**src/rtl/slip_pkg.sv**
```systemverilog
// SLIP byte constants, decoder state type and unescape helper.
// Shared by the decoder RTL and its bench.
package slip_pkg;

  localparam logic [7:0] SLIP_END     = 8'hC0;
  localparam logic [7:0] SLIP_ESC     = 8'hDB;
  localparam logic [7:0] SLIP_ESC_END = 8'hDC;
  localparam logic [7:0] SLIP_ESC_ESC = 8'hDD;

  typedef enum logic [1:0] {
    SM_IDLE    = 2'd0,
    SM_DATA    = 2'd1,
    SM_ESC     = 2'd2,
    SM_DISCARD = 2'd3
  } slip_sm_t;

  function automatic logic [7:0] slip_unesc(
    input logic [7:0] b
  );
    return (b == SLIP_ESC_END) ? SLIP_END : SLIP_ESC;
  endfunction

endpackage

```
**src/rtl/slip_axis_decoder.sv**
```systemverilog
// SLIP-to-AXI-Stream frame decoder with one-byte hold and registered output.
// Define SLIP_DECODER_STATS_EN to add saturating frame_cnt/err_cnt outputs.
module slip_axis_decoder
  import slip_pkg::*;
#(
  parameter int STAT_BITS = 16
) (
  input  logic       clk,
  input  logic       aresetn,
  output logic       axis_i_tready,
  input  logic       axis_i_tvalid,
  input  logic [7:0] axis_i_tdata,
  input  logic       axis_o_tready,
  output logic       axis_o_tvalid,
  output logic       axis_o_tlast,
  output logic [7:0] axis_o_tdata,
  output logic       err_o
`ifdef SLIP_DECODER_STATS_EN
  ,
  output logic [STAT_BITS-1:0] frame_cnt,
  output logic [STAT_BITS-1:0] err_cnt
`endif
);

  if (STAT_BITS < 1) begin : g_bad_stat_bits
  end

  slip_sm_t   st, st_n;
  logic [7:0] hold, hold_n;
  logic       hv, hv_n;
  logic       emit, emit_last, err_n;
  logic       acc, is_end, is_esc, is_unesc;

  assign axis_i_tready = !axis_o_tvalid || axis_o_tready;
  assign acc      = axis_i_tvalid && axis_i_tready;
  assign is_end   = axis_i_tdata == SLIP_END;
  assign is_esc   = axis_i_tdata == SLIP_ESC;
  assign is_unesc = (axis_i_tdata == SLIP_ESC_END) ||
                    (axis_i_tdata == SLIP_ESC_ESC);

  always_comb begin
    st_n      = st;
    hold_n    = hold;
    hv_n      = hv;
    emit      = 1'b0;
    emit_last = 1'b0;
    err_n     = 1'b0;
    if (acc) begin
      case (st)
        SM_IDLE: begin
          unique case (1'b1)
            is_end: ;
            is_esc: st_n = SM_ESC;
            default: begin
              hold_n = axis_i_tdata;
              hv_n   = 1'b1;
              st_n   = SM_DATA;
            end
          endcase
        end
        SM_DATA: begin
          unique case (1'b1)
            is_end: begin
              emit      = 1'b1;
              emit_last = 1'b1;
              hv_n      = 1'b0;
              st_n      = SM_IDLE;
            end
            is_esc: st_n = SM_ESC;
            default: begin
              emit   = 1'b1;
              hold_n = axis_i_tdata;
            end
          endcase
        end
        SM_ESC: begin
          if (is_unesc) begin
            emit   = hv;
            hold_n = slip_unesc(axis_i_tdata);
            hv_n   = 1'b1;
            st_n   = SM_DATA;
          end else begin
            // bad escape closes any partial frame
            err_n     = 1'b1;
            emit      = hv;
            emit_last = 1'b1;
            hv_n      = 1'b0;
            st_n      = is_end ? SM_IDLE : SM_DISCARD;
          end
        end
        default: begin
          if (is_end) st_n = SM_IDLE;
        end
      endcase
    end
  end

  always_ff @(posedge clk or negedge aresetn) begin
    if (!aresetn) begin
      st            <= SM_IDLE;
      hold          <= '0;
      hv            <= 1'b0;
      axis_o_tvalid <= 1'b0;
      axis_o_tlast  <= 1'b0;
      axis_o_tdata  <= '0;
      err_o         <= 1'b0;
    end else begin
      st    <= st_n;
      hold  <= hold_n;
      hv    <= hv_n;
      err_o <= err_n;
      if (emit) begin
        axis_o_tvalid <= 1'b1;
        axis_o_tdata  <= hold;
        axis_o_tlast  <= emit_last;
      end else if (axis_o_tready) begin
        axis_o_tvalid <= 1'b0;
      end
    end
  end

`ifdef SLIP_DECODER_STATS_EN
  logic fr_inc;
  assign fr_inc = axis_o_tvalid && axis_o_tready &&
                  axis_o_tlast;

  always_ff @(posedge clk or negedge aresetn) begin
    if (!aresetn) begin
      frame_cnt <= '0;
      err_cnt   <= '0;
    end else begin
      if (fr_inc && (frame_cnt != '1))
        frame_cnt <= frame_cnt + 1'b1;
      if (err_n && (err_cnt != '1))
        err_cnt <= err_cnt + 1'b1;
    end
  end
`endif

endmodule
```
**config.mk**
```make
export PLATFORM = sky130hd
export DESIGN_NAME = slip_axis_decoder
export DESIGN_NICKNAME = d
export VERILOG_FILES = /design/src/rtl/slip_pkg.sv /design/src/rtl/slip_axis_decoder.sv
export SDC_FILE = /design/constraint.sdc
export NUM_CORES = 1
export LEC_CHECK = 0
export CORE_ASPECT_RATIO = 1.5
export CORE_MARGIN = 3
export CORE_UTILIZATION = 45
export DETAILED_ROUTE_END_ITERATION = 10
export HOLD_SLACK_MARGIN = 0.03
export PLACE_DENSITY = 0.74
export REMOVE_ABC_BUFFERS = 1
export SETUP_SLACK_MARGIN = 0.5
export SYNTH_ARGS = -nofsm -noshare
export SYNTH_HDL_FRONTEND = slang
export SYNTH_SLANG_ARGS = --single-unit
```
**constraint.sdc**
```tcl
create_clock -name clk -period 2 [get_ports clk]
set_clock_uncertainty 0.05 [all_clocks]
set_input_delay 0.2 -clock clk [delete_from_list [all_inputs] [get_ports clk]]
set_output_delay 0.2 -clock clk [all_outputs]
set_load 0.005 [all_outputs]
```
======== After elaboration in Yosys (flattened, before gate mapping) ========
Index checks and enable logic that the tools add are counted.
cells by class
  muxes and demuxes ....................... 25
  equal/unequal tests ..................... 12
  reductions and logical operators ........ 14
operators by type and width
  operator                                                                number
  8-bit equality test (second input constant)                             4
  8-bit two-way mux                                                       2
  8-bit one-hot mux with 2 select lines                                   1
  1-bit two-way mux                                                       12
  4-bit AND reduction                                                     3
  2-bit != test (second input constant)                                   5
  2-bit one-hot mux with 2 select lines                                   2
  2-bit two-way mux                                                       3
  2-bit one-hot mux with 3 select lines                                   1
  5-bit two-way mux                                                       1
  1-bit one-hot mux with 2 select lines                                   2
  2-bit nonzero test                                                      2
  4-bit nonzero test                                                      1
  2-bit OR reduction                                                      2
  3-bit != test (second input constant)                                   1
  1-bit one-hot mux with 3 select lines                                   1
  3-bit nonzero test                                                      1
  2-bit by 1-bit equality test with 1-bit output (second input constant)  1
  2-bit equality test (second input constant)                             1
  2-bit zero test                                                         1
  1-bit logical OR                                                        2
  1-bit logical AND                                                       1
  1-bit zero test                                                         1
storage, ports and cells
  word-level logic and storage cells ...... 58
  input port bits ......................... 12
  register bits after elaboration ......... 22

======== Depth between registers and ports, before layout ========
  depth in word-level cells ............... 5
  gate-level depth with buffers ........... 7

======== Least setup slack after synthesis ========
No wires, ideal clock.
  path kind ............................... reg2reg
  start point ............................. register st[0]
  end point ............................... register hold[0]
  slack ................................... 44 ps
  library setup time ...................... 125 ps
  arrival time ............................ 1780 ps
  period minus slack after synthesis ...... 1956 ps
  stages on the path, launching flop included .. 8
  cells stage by stage .................... dfrtp_1 > inv_1 > ha_1 > bufbuf_16 > o31a_1 > or3_1 > buf_6 > mux2_4
on the way
  cells in the longest elaborated chain, start to end .. 4
RTL lines
  item                                                                               line                      source
  start, declared                                                                    slip_axis_decoder.sv:28   slip_sm_t st, st_n;
  start signal, assigned                                                             slip_axis_decoder.sv:108  st <= st_n;
  2-bit by 1-bit equality test with 1-bit output or 2-bit zero test (tied branches)  slip_axis_decoder.sv:49   case (st)
  2-bit OR reduction (no line)                                                       n/a
  2-bit != test (no line) or 2-bit nonzero test (tied branches)                      n/a
  4-bit AND reduction (no line)                                                      n/a
  end signal, assigned                                                               slip_axis_decoder.sv:109  hold <= hold_n;
  end, declared                                                                      slip_axis_decoder.sv:29   logic [7:0] hold, hold_n;
Several ways; a longest one is shown, not always the timed one.
A chain may end at the register's enable or synchronous reset.

======== Worst setup path in the final report ========
  start point ............................. register st[1]
  end point ............................... register hold[5]
Same word-level chain as after synthesis.

==> results.md <==
- The share of power burned in combinational logic is 49.6%.
- The area growth from synthesis to layout is 54.9%.
- After synthesis the netlist holds a flip-flop and latch count of 22.
- The first global-routing pass estimated 4640 microns of wire.
- The count of non-filler cells in the finished layout is approximately 190.
- The critical path data required time is 2.21 ns.
- In this run, the number of DRC markers left after iteration 0 of detailed routing was 28.
- The count of buffers added on input and output ports is 23.
- The switching power as a share of total power is 30.6%.
- Counting I/O delays and the setup requirement, the final critical path takes ~1.8 ns.
- The number of inserted filler cells in the final layout is 160.
- The total of warnings raised by yosys is 0.
- After technology mapping, the gate count stands at 101.
- The worst supply voltage drop on vdd is 0.000800 V.
- The H-tree depth reported by CTS is 1.
- Of the total power, registers draw 33.4%.
- After synthesis, the cell types taking the most area are sky130_fd_sc_hd__dfrtp_1 46%, sky130_fd_sc_hd__mux2_2 9.3%, sky130_fd_sc_hd__mux2_4 5.0%, sky130_fd_sc_hd__ha_1 4.1%, sky130_fd_sc_hd__inv_1 3.7%.
- The count of different cell masters after synthesis is a little over 40.
- Power comes to roughly 2100 uW.
- In this run the worst path has a maximum fanout of 4.
- The root buffer cell chosen for the clock tree is sky130_fd_sc_hd__clkbuf_4.
- The ratio of final minimum period to clock period is between 90 and 100%.
- Global routing finished with a remaining overflow of 0.
- The congestion estimate from routability-driven global placement came to a little under 0.9.
- Once the floorplan was initialized, standard cells occupied between 40% and 50% of the core.
- The die span in y is 69.5 microns.
- The pre-antenna-repair detailed-routing pass consisted of 4 iterations.
- Summing over every cut layer, the via total after detailed routing is 1,020.
- The post-synthesis cell type with the largest combined area is sky130_fd_sc_hd__dfrtp_1.
- Data on the critical path arrives at its endpoint at 2.05 ns.
- Summed over all nets, the switching power comes to 632 uW.
- The area enclosed by the die boundary is around 0.0034 sq mm.
- Row generation in the floorplan step produced 22 rows.
- After detailed placement, the design holds a cell count of 177.
- The kind of start point of the critical path is a flip-flop.
- The repair_antennas step left the layout with diodes totalling 0.
- For this design the static power due to leakage is 0.000835 uW.
- The number of global-route vias before repair is between 1k and 1.5k.
- The CTS buffer count is 3.
- Summed over its instances, the top area cell type makes up 45.5% of the synthesized netlist area.
- In this run the tightest slew margin relative to its limit is 72.1%.
- The critical path capture point type is a flip-flop.
- Of the cells placed in the final design, the portion with a size suffix greater than 1 is 47.4%.
- The highest clock rate is 0.542 GHz.
- The synthesized design contains 0 enable-type register cells.
- The clock passes through at most 2 buffers.
- The clock reaches the later pin of the worst-skew pair after 0.32 ns.
- The number of antenna violations at the first check in global routing is 0.
- The I/O pin total is 24.
- The transition at the pin with the smallest max-transition slack is approximately 0.41 ns.
- Setup repair after global routing could not meet its margin everywhere.
- The number of max-capacitance violations reported is 0.
- The flip-flop cell with the highest count after synthesis is sky130_fd_sc_hd__dfrtp_1.
- The sequential cell area fraction in the yosys report is 45.5%.
- The area of the core region is 0.00250 sq mm.
- The pin count of the biggest net entering global routing is 23.
- TritonCTS built the clock tree.
- The detailed-route wire length per cell is 16.6 microns.
- The flow ran to the end, and the final reports show no timing, DRC or antenna violations.
- The synthesized area divided by synthesized cell count is 12.0 sq um.
- The path category of the worst min-delay check is in2async.
- The length in cells of the worst reg-to-reg path is 5.
- The number of DRC violations after detailed routing is 0.
- Setup violations remaining at the end of the flow were counted as 0.
- Cell internal power was estimated by the tool at ~1400 uW.
- Global routing used a little under a fifth of the available tracks across all layers.
- After clock tree synthesis, the flow added hold-fix buffers numbering 0.
- The post-route antenna net violation count is 0.
- The category of the critical setup timing path is reg2reg.
- Summed over all layers, the routed wires come to approximately 3200 microns.
- The synthesized netlist occupies a cell area of 0.00121 sq mm.
- After synthesis, the share of flip-flops with an asynchronous set or reset is 100%.
- The number of max-slew violations in the final report is 0.
- After legalization and detailed placement, the total HPWL measured 2140 microns.
- The power per cell area is 1100 mW/mm^2.
- The share of power burned in the clock network is 16.9%.
- The final number of hold-violating endpoints is 0.
- The net count reported at finish is 173.
- The CTS sink count is 22.
- After clock tree synthesis, the clock-pin slew on the worst setup and hold paths is 0.13 ns.
- In the routed layout, each cell is associated on average with a via count of 5.31.
- The die is between 40 and 50 microns wide.
-- registers in the layout, indices dropped and copies added, names as in the netlist --
name	count
axis_o_tvalid	1
hv	1
axis_o_tlast	1
err_o	1
axis_o_tdata	8
hold	8
st	2
-- cell usage in the layout, fill, tap and decap left out, types with 3 or more instances in the layout --
| cell type | Yosys | layout |
|---|---|---|
| sky130_fd_sc_hd__mux2_4 | 4 | 5 |
| sky130_fd_sc_hd__o21ai_0 | 5 | 5 |
| sky130_fd_sc_hd__clkdlybuf4s50_1 | 0 | 16 |
| sky130_fd_sc_hd__buf_4 | 0 | 26 |
| sky130_fd_sc_hd__clkbuf_4 | 0 | 3 |
| sky130_fd_sc_hd__ha_4 | 0 | 3 |
| sky130_fd_sc_hd__inv_1 | 12 | 9 |
| sky130_fd_sc_hd__dlygate4sd2_1 | 0 | 5 |
| sky130_fd_sc_hd__mux2_2 | 10 | 9 |
| sky130_fd_sc_hd__a211oi_2 | 1 | 3 |
| sky130_fd_sc_hd__buf_6 | 1 | 3 |
| sky130_fd_sc_hd__dfrtp_1 | 22 | 21 |
-- power groups by stage --
| stage | clock network, uW | registers, uW | logic, uW |
|---|---|---|---|
| after floorplan | 0 | 691 | 367 |
| after global placement | 0 | 690 | 706 |
| after detailed placement | 0 | 702 | 734 |
| after CTS | 353 | 686 | 890 |
| after global routing | 370 | 709 | 1090 |
| final | 349 | 690 | 1020 |
-- final timing paths --
kind	start	endpoint	slack (ns)
setup / recovery	st[1]$_DFFE_PN0P_	hold[5]$_DFFE_PN0P_	0.16
hold / removal	aresetn	axis_o_tvalid$_DFFE_PN0P_	0.15
setup reg to reg	st[1]$_DFFE_PN0P_	hold[5]$_DFFE_PN0P_	0.16
hold reg to reg	hold[2]$_DFFE_PN0P_	hold[2]$_DFFE_PN0P_	0.46
max in group asynchronous	aresetn	st[1]$_DFFE_PN0P_	1.51
min in group clk	axis_i_tdata[0]	hold[0]$_DFFE_PN0P_	0.39
-- logic make-up (layout without fill, tap and decap cells) --
logic type	after synthesis	in the layout	synth area share, %
AO/OA/AOI/OAI	24	24	14.9
adder cells (fa/ha/maj)	4	4	4.14
buffers and inverters	14	69	7.35
flip-flops	22	22	45.5
multiplexers	15	15	15.1
AND/OR/NAND/NOR	22	22	12.9
-- cell type report --
cell class | instances | area (sq um) | area share [%]
Inverter | 12 | 47.5 | 2.54
Tap cell | 36 | 45.0 | 2.41
Multi-Input combinational cell | 65 | 699 | 37.4
Timing Repair Buffer | 53 | 475 | 25.4
Clock buffer | 3 | 22.5 | 1.20
Sequential cell | 22 | 552 | 29.5
Clock inverter | 1 | 30.0 | 1.60
-- stage by stage --
step	utilization, %	hold WS (ns)	setup TNS, ns	setup slack (ns)	instance area (sq um)
CTS	70.6	0.163	0	0.199	1770
finish	74.7	0.155	0	0.156	1870
floorplan	-	-0.146	0	0.135	1160
detailed placement	63.2	0.426	-4.97	-0.320	1580
global route	74.7	0.178	0	0.119	1870
global placement	63.2	0.416	-4.08	-0.289	1580
-- worst max-delay path, stage by stage (launching register included) --
cell and delay [ns]:
sky130_fd_sc_hd__dfrtp_2 0.47, sky130_fd_sc_hd__ha_1 0.24, sky130_fd_sc_hd__nand3b_1 0.21, sky130_fd_sc_hd__buf_4 0.18
sky130_fd_sc_hd__or3_1 0.44, sky130_fd_sc_hd__o2bb2ai_1 0.19
-- routing by layer --
layer,vias up,GRT usage [%],part of all wire (%)
li1,483,-,-
met1,504,18.8,38
met2,25,34.8,56
met3,8,2.58,2.6
met4,0,10.1,3.1
met5,-,0,0
-- synthesized netlist by cell type, types with 2 or more instances --
cell type                   count
sky130_fd_sc_hd__a2bb2oi_1      2
sky130_fd_sc_hd__ha_1           4
sky130_fd_sc_hd__a21o_1         2
sky130_fd_sc_hd__mux2_4         4
sky130_fd_sc_hd__a21oi_1        2
sky130_fd_sc_hd__inv_1         12
sky130_fd_sc_hd__a211oi_1       3
sky130_fd_sc_hd__o21ai_0        5
sky130_fd_sc_hd__or3_1          2
sky130_fd_sc_hd__mux2_2        10
sky130_fd_sc_hd__nand4_1        2
sky130_fd_sc_hd__nand3b_1       2
sky130_fd_sc_hd__nand2_1        2
sky130_fd_sc_hd__dfrtp_1       22
-- timing repair --
item / CTS / global route
gates cloned: 0 / 0
setup buffers: 7 / 4
endpoints found under the hold margin: 0 / 0
setup endpoints to repair: 22 / 23
pin swaps: 6 / 10
gates resized for setup: 23 / 17
Note: power is estimated with default switching activity, not from simulation.
